[src/rtl/sram_port_ctrl.sv]
// Request sequencer in front of a 1R1W byte-masked SRAM macro.
// After reset it clears every entry, then forwards ready/valid read and write
// requests to the macro's W0/R0 ports. Read data is captured one cycle after
// issue into a small response FIFO; a credit check on req_ready guarantees
// that FIFO never overflows.
module sram_port_ctrl #(
   parameter int DEPTH = 512,
   parameter int DATA_W = 64,
   parameter int RESP_DEPTH = 2,
   parameter logic [DATA_W-1:0] INIT_VALUE = '0,
   parameter int ADDR_W = $clog2(DEPTH),
   parameter int MASK_W = DATA_W / 8
) (
   input  logic              clock,
   input  logic              reset,
   input  logic              req_valid,
   output logic              req_ready,
   input  logic              req_write,
   input  logic [ADDR_W-1:0] req_addr,
   input  logic [DATA_W-1:0] req_wdata,
   input  logic [MASK_W-1:0] req_mask,
   output logic              resp_valid,
   input  logic              resp_ready,
   output logic [DATA_W-1:0] resp_data,
   output logic              init_done,
   output logic              mem_W0_clk,
   output logic              mem_W0_en,
   output logic [ADDR_W-1:0] mem_W0_addr,
   output logic [DATA_W-1:0] mem_W0_data,
   output logic [MASK_W-1:0] mem_W0_mask,
   output logic              mem_R0_clk,
   output logic              mem_R0_en,
   output logic [ADDR_W-1:0] mem_R0_addr,
   input  logic [DATA_W-1:0] mem_R0_data
);

   localparam int PTR_W = (RESP_DEPTH > 1) ? $clog2(RESP_DEPTH) : 1;
   localparam int OCC_W = $clog2(RESP_DEPTH + 1);
   localparam int CNT_W = OCC_W + 1;

   typedef enum logic {
      ST_INIT = 1'b0,
      ST_RUN  = 1'b1
   } state_t;

   state_t             state_reg, state_next;
   logic [ADDR_W-1:0]  init_addr_reg, init_addr_next;
   logic [OCC_W-1:0]   occ_reg, occ_next;
   logic [PTR_W-1:0]   wr_ptr_reg, wr_ptr_next;
   logic [PTR_W-1:0]   rd_ptr_reg, rd_ptr_next;
   logic               inflight_reg, inflight_next;
   logic [DATA_W-1:0]  fifo_mem [RESP_DEPTH];

   logic               in_init;
   logic               in_run;
   logic               pop;
   logic               push;
   logic [CNT_W-1:0]   credit_used;
   logic               rd_allowed;
   logic               wr_allowed;
   logic               rd_fire;
   logic               wr_fire;

   assign mem_W0_clk = clock;
   assign mem_R0_clk = clock;

   assign in_init = (state_reg == ST_INIT);
   assign in_run  = (state_reg == ST_RUN);

   // Init sequencing: walk the address counter once over the array, then run.
   always_comb begin
      state_next     = state_reg;
      init_addr_next = init_addr_reg;
      if (in_init) begin
         if (init_addr_reg == ADDR_W'(DEPTH - 1)) begin
            state_next     = ST_RUN;
            init_addr_next = '0;
         end else begin
            init_addr_next = init_addr_reg + ADDR_W'(1);
         end
      end
   end

   // Request acceptance. Read and write permission are formed independently
   // so req_write only acts as a final select, never inside the credit logic.
   // resp_ready feeds req_ready combinationally so a slot freed this cycle
   // can be reused immediately, sustaining one read per cycle.
   always_comb begin
      pop         = resp_valid && resp_ready;
      credit_used = CNT_W'(occ_reg) + CNT_W'(inflight_reg) - CNT_W'(pop);
      rd_allowed  = in_run && (credit_used < CNT_W'(RESP_DEPTH));
      wr_allowed  = in_run;
      req_ready   = req_write ? wr_allowed : rd_allowed;
      wr_fire     = req_valid && req_write && wr_allowed;
      rd_fire     = req_valid && !req_write && rd_allowed;
   end

   // Macro port drive: init clear owns W0 while initialising; afterwards W0
   // and R0 follow accepted requests in the same cycle. The write strobe is
   // held off while reset is asserted so the macro sees no spurious writes.
   always_comb begin
      mem_W0_en   = 1'b0;
      mem_W0_addr = req_addr;
      mem_W0_data = req_wdata;
      mem_W0_mask = req_mask;
      if (in_init) begin
         mem_W0_en   = !reset;
         mem_W0_addr = init_addr_reg;
         mem_W0_data = INIT_VALUE;
         mem_W0_mask = '1;
      end else begin
         mem_W0_en = wr_fire;
      end
      mem_R0_en   = rd_fire;
      mem_R0_addr = req_addr;
      init_done   = in_run;
   end

   // Response FIFO bookkeeping. The macro output is pushed unconditionally
   // the cycle after a read issues, before any later write can change it.
   always_comb begin
      push          = inflight_reg;
      inflight_next = rd_fire;
      occ_next      = occ_reg + OCC_W'(push) - OCC_W'(pop);
      wr_ptr_next   = wr_ptr_reg;
      rd_ptr_next   = rd_ptr_reg;
      if (push) begin
         wr_ptr_next = (wr_ptr_reg == PTR_W'(RESP_DEPTH - 1)) ? '0 : wr_ptr_reg + PTR_W'(1);
      end
      if (pop) begin
         rd_ptr_next = (rd_ptr_reg == PTR_W'(RESP_DEPTH - 1)) ? '0 : rd_ptr_reg + PTR_W'(1);
      end
      resp_valid = (occ_reg != '0);
      resp_data  = fifo_mem[rd_ptr_reg];
   end

   // Control state register; reset discards queued responses and restarts init.
   always_ff @(posedge clock or posedge reset) begin
      if (reset) begin
         state_reg     <= ST_INIT;
         init_addr_reg <= '0;
         occ_reg       <= '0;
         wr_ptr_reg    <= '0;
         rd_ptr_reg    <= '0;
         inflight_reg  <= 1'b0;
      end else begin
         state_reg     <= state_next;
         init_addr_reg <= init_addr_next;
         occ_reg       <= occ_next;
         wr_ptr_reg    <= wr_ptr_next;
         rd_ptr_reg    <= rd_ptr_next;
         inflight_reg  <= inflight_next;
      end
   end

   // Response storage; contents are only meaningful below occ, so no reset.
   always_ff @(posedge clock) begin
      if (push) begin
         fifo_mem[wr_ptr_reg] <= mem_R0_data;
      end
   end

endmodule

[config.mk]
export PLATFORM = sky130hd
export DESIGN_NAME = sram_port_ctrl
export DESIGN_NICKNAME = d
export VERILOG_FILES = /design/src/rtl/sram_port_ctrl.sv
export SDC_FILE = /design/constraint.sdc
export NUM_CORES = 1
export LEC_CHECK = 0
export ABC_AREA = 1
export ABC_CLOCK_PERIOD_IN_PS = 4110
export CAP_MARGIN = 40
export CORE_MARGIN = 3
export CORE_UTILIZATION = 31
export CTS_CLUSTER_DIAMETER = 60
export DETAILED_ROUTE_END_ITERATION = 8
export SLEW_MARGIN = 15
export SYNTH_ARGS = -nofsm -noshare
export SYNTH_HDL_FRONTEND = slang
export SYNTH_SLANG_ARGS = --single-unit
[constraint.sdc]
create_clock -name clock -period 4.11 [get_ports clock]
set_clock_uncertainty 0.05 [all_clocks]
set_input_delay 0.411 -clock clock [delete_from_list [all_inputs] [get_ports clock]]
set_output_delay 0.411 -clock clock [all_outputs]
set_load 0.05 [all_outputs]
Word level (Yosys, flattened, before mapping):

Memories as Yosys holds them, arrays and structs flattened.
Index checks and enable logic that the tools add are counted.

* add/sub/neg operators: 7
* magnitude comparators: 1
* equality and inequality tests: 1
* multiplexer cells: 12
* reduce and logical (&&, ||, !) cells: 9

Operators with widths (number)
* 64-bit 2-to-1 mux: 1
* 9-bit 2-to-1 mux: 2
* 9-bit by 1-bit adder with 9-bit output (second input constant): 1
* 9-bit == test (second input constant): 1
* 1-bit 2-to-1 mux: 8
* 8-bit 2-to-1 mux: 1
* 1-bit logical AND: 6
* 2-bit by 1-bit adder with 3-bit output: 1
* 3-bit by 2-bit < comparator with 1-bit output (second input constant): 1
* 3-bit by 1-bit subtractor with 3-bit output: 1
* 1-bit adder (second input constant): 2
* 2-bit by 1-bit adder with 2-bit output: 1
* 1-bit zero test: 2
* 2-bit nonzero test: 1
* 2-bit by 1-bit subtractor with 2-bit output: 1

* register bits: 15
* memory bits (writable): 128
* output and inout port bits: 161
* word-level logic and storage cells: 37
* memories: 1

Memories
* fifo_mem: depth 2, width 64, read ports 1, clocked after memory_dff 0, write ports 1, RTL line 52 `logic [DATA_W-1:0] fifo_mem [RESP_DEPTH];`

Depth between registers and ports, before layout:

* depth in word-level cells: 6
* mapped depth: 10
* mapped depth without buffers: 10

==> flow_summary.toml <==
[synth]
synth_fp_nets = 763
synthAdderAreaFrac_pct = 1.13
synthSimpleGateAreaFrac_pct = 20.6
synth-seq-cells = 143
synth_top_family_by_area = "simple AND/OR/NAND/NOR gates"
ys_seq_area_share_pct = 68.3
synth_compound_area_share_pct = 1.16
synth.area.mux_share_pct = 0
ys_dominant_reg_cell = "edfxtp_1"
synth_most_common_cell = "nand2_1"
synth_edf_count = 128
ys_top_cells_by_count = "291 x nand2_1, 128 x edfxtp_1, 81 x inv_1"
netlist.area_leader.share_pct = 62.3
syn_inst = 608
synth_xor_area_share_pct = 0.426
synth.area.top_cells = "edfxtp_1 62%, nand2_1 18%, dfrtp_1 6.1%"
yosysUniqueCellTypes = 24
synth_top_area_cell = "edfxtp_1"
postSynthAreaPerCell_um2 = 10.2
ys_async_sr_fraction_pct = 10.5
ys_warn_count = 0
netlist_area_um2 = 6170

[routing]
wire_per_inst_um = 15.2
wl_met1_mm = 8.07
route.vias.total = 4866
drtPass1Iterations = 4
antenna_left = 0
drc_errors = 0
vias_per_cell = 4.11
wl_met3_mm = 1.04
highest_layer = "met4"
routed_wl_mm = 18.0
route.met2.wl_mm = 8.68
drt-initial-drc-count = 259

[finish]
post-route-util_pct = 53.0
num_antenna_cells = 0
final_cells = 1184
drive_above_1_share_pct = 6.49
area_growth_pct = 64.5
nets = 1067
fillers = 1736
largest_reg_flops = 128

[global_routing]
grt_max_degree = 56
overflow = 0
grt_use_total_pct = 16.5
grt_pass1_wl_mm = 27.3
antenna_found_initial = 0
grt_pass1_vias = 4762

[power]
power_density_nw_per_um2 = 541
net-switching-power_w = 0.00217
power.internal_w = 0.00332
p_seq_share_pct = 30.1
swShare_pct = 39.6
clkPwrFrac_pct = 31.2
cellLeakagePower_nw = 4.41
vdd_drop_max_mv = 0.731
comb_power_share_pct = 38.7
total_power_w = 0.00549

[sta]
grt_setup_unrepaired = "no"
finalHoldViolations = 0
timing.fmax_ghz = 0.257
fin_setup_tns_ns = 0
drv_slew = 0
finalCritPeriodShare_pct = 94.8
setup_violations = 0
worst_pin_slew_ns = 0.796
maxSlewHeadroom_pct = 47.0
layout_min_cycle_time_ns = 3.90

[clocking]
cts-resized-gates = 0
clkLatencyLatePin_ns = 0.52
clk_pin_slew_ns = 0.06
cts_setup_buffers = 0
tritoncts = "done"
cts_hold_buffers = 0

[place]
hpwl_mm = 13.0
place.gp.congestion = 0.879
dp_cells = 1149
io_buffers = 310

[setup_path]
cp-start-kind = "flip-flop"
worstPathMaxFanout = 3
crit_required_ns = 3.65
worstPathArrival_ns = 3.44
crit_type = "reg2out"
critPathCaptureType = "output pin"

[die]
die-area_um2 = 21600
pin_count = 311
initial_core_util_pct = 32.2
core_area_um2 = 19100
fp-row-count = 50
chipWidth_um = 147
die_h_um = 147

[min_path]
hp-class = "in2async"

[status]
status = "completed"

[job]
maxCapViolations = 0
critical path, stage by stage, from the launching register on:
cell and delay [ns]:
dfrtp_1 0.40, or2_1 0.23, nand2_1 0.09, inv_1 0.05, ha_1 0.26, inv_1 0.04
ha_1 0.20, fa_1 0.48, nor3_1 0.21, nand2_1 0.10, nand2_1 0.06, clkdlybuf4s50_1 0.80
per-stage QoR:
step | cell area (um^2) | hold WS, ns | setup WS [ns]
final | 10200 | 0.256 | 0.212
after global routing | 10200 | 0.326 | 0.0290
after CTS | 10200 | 0.273 | 0.183
after detailed placement | 9510 | 0.435 | 0.553
after global placement | 9450 | 0.426 | 0.606
after floorplan | 6170 | 0.262 | 0.465
power groups by stage:
stage	Clock [W]	Sequential [W]	Combinational, W
after CTS	0.00175	0.00165	0.00216
after floorplan	0.000105	0.00164	0.00138
after global placement	0.000112	0.00168	0.00214
after detailed placement	0.000112	0.00168	0.00215
after global routing	0.00181	0.00166	0.00225
final	0.00171	0.00165	0.00212
worst paths after layout:
path,slack [ns],end,start,depth (start not counted)
max in group asynchronous,3.28,init_done,reset,2
min in group clock,0.42,fifo_mem[0][56],mem_R0_data[56],1
worst max-delay path,0.21,req_ready,occ_reg[1],11
worst min-delay path,0.26,wr_ptr_reg,reset,2
worst max register to register,1.79,inflight_reg,occ_reg[1],10
worst min register to register,0.44,wr_ptr_reg,inflight_reg,1
cell families (layout without fill, tap and decap cells):
group | Yosys count | after routing
flip-flops | 143 | 143
AND/OR/NAND/NOR | 324 | 324
AO/OA/AOI/OAI | 14 | 14
adder cells (fa/ha/maj) | 5 | 5
XOR/XNOR | 3 | 3
buffers and inverters | 119 | 435
area by class of cell:
| cell class | instances | area, um^2 | area share (%) |
|---|---|---|---|
| clock inverters | 14 | 120 | 1.18 |
| inverters | 83 | 312 | 3.07 |
| repair buffers | 315 | 3190 | 31.4 |
| flip-flops and latches | 143 | 4220 | 41.6 |
| clock buffers | 23 | 546 | 5.37 |
| multi-input cells | 346 | 1440 | 14.2 |
| well taps | 260 | 325 | 3.20 |
cell usage in the layout, fill, tap and decap left out, types with 2 or more instances in the layout:
| cell | count |
|---|---|
| inv_2 | 4 |
| a21oi_1 | 5 |
| or2_2 | 8 |
| edfxtp_1 | 128 |
| clkinv_2 | 3 |
| clkinvlp_4 | 4 |
| clkinv_1 | 2 |
| clkbuf_16 | 21 |
| nand2_1 | 291 |
| nand2_2 | 3 |
| dfrtp_1 | 13 |
| nand3_1 | 4 |
| ha_1 | 4 |
| dfrtp_2 | 2 |
| nor3_1 | 3 |
| nor2_1 | 10 |
| clkinv_4 | 2 |
| o21ai_0 | 7 |
| xor2_1 | 3 |
| buf_4 | 5 |
| clkdlybuf4s50_1 | 309 |
| nor2_4 | 2 |
| buf_16 | 2 |
| inv_1 | 79 |
metal layers:
| metal | track usage [%] | vias up |
|---|---|---|
| met5 | 0 | - |
| met4 | 4.85 | 0 |
| met3 | 4.66 | 15 |
| met2 | 26.1 | 141 |
| met1 | 22.1 | 2211 |
| li1 | - | 2499 |
No activity file was read; power rests on OpenSTA's default activity.
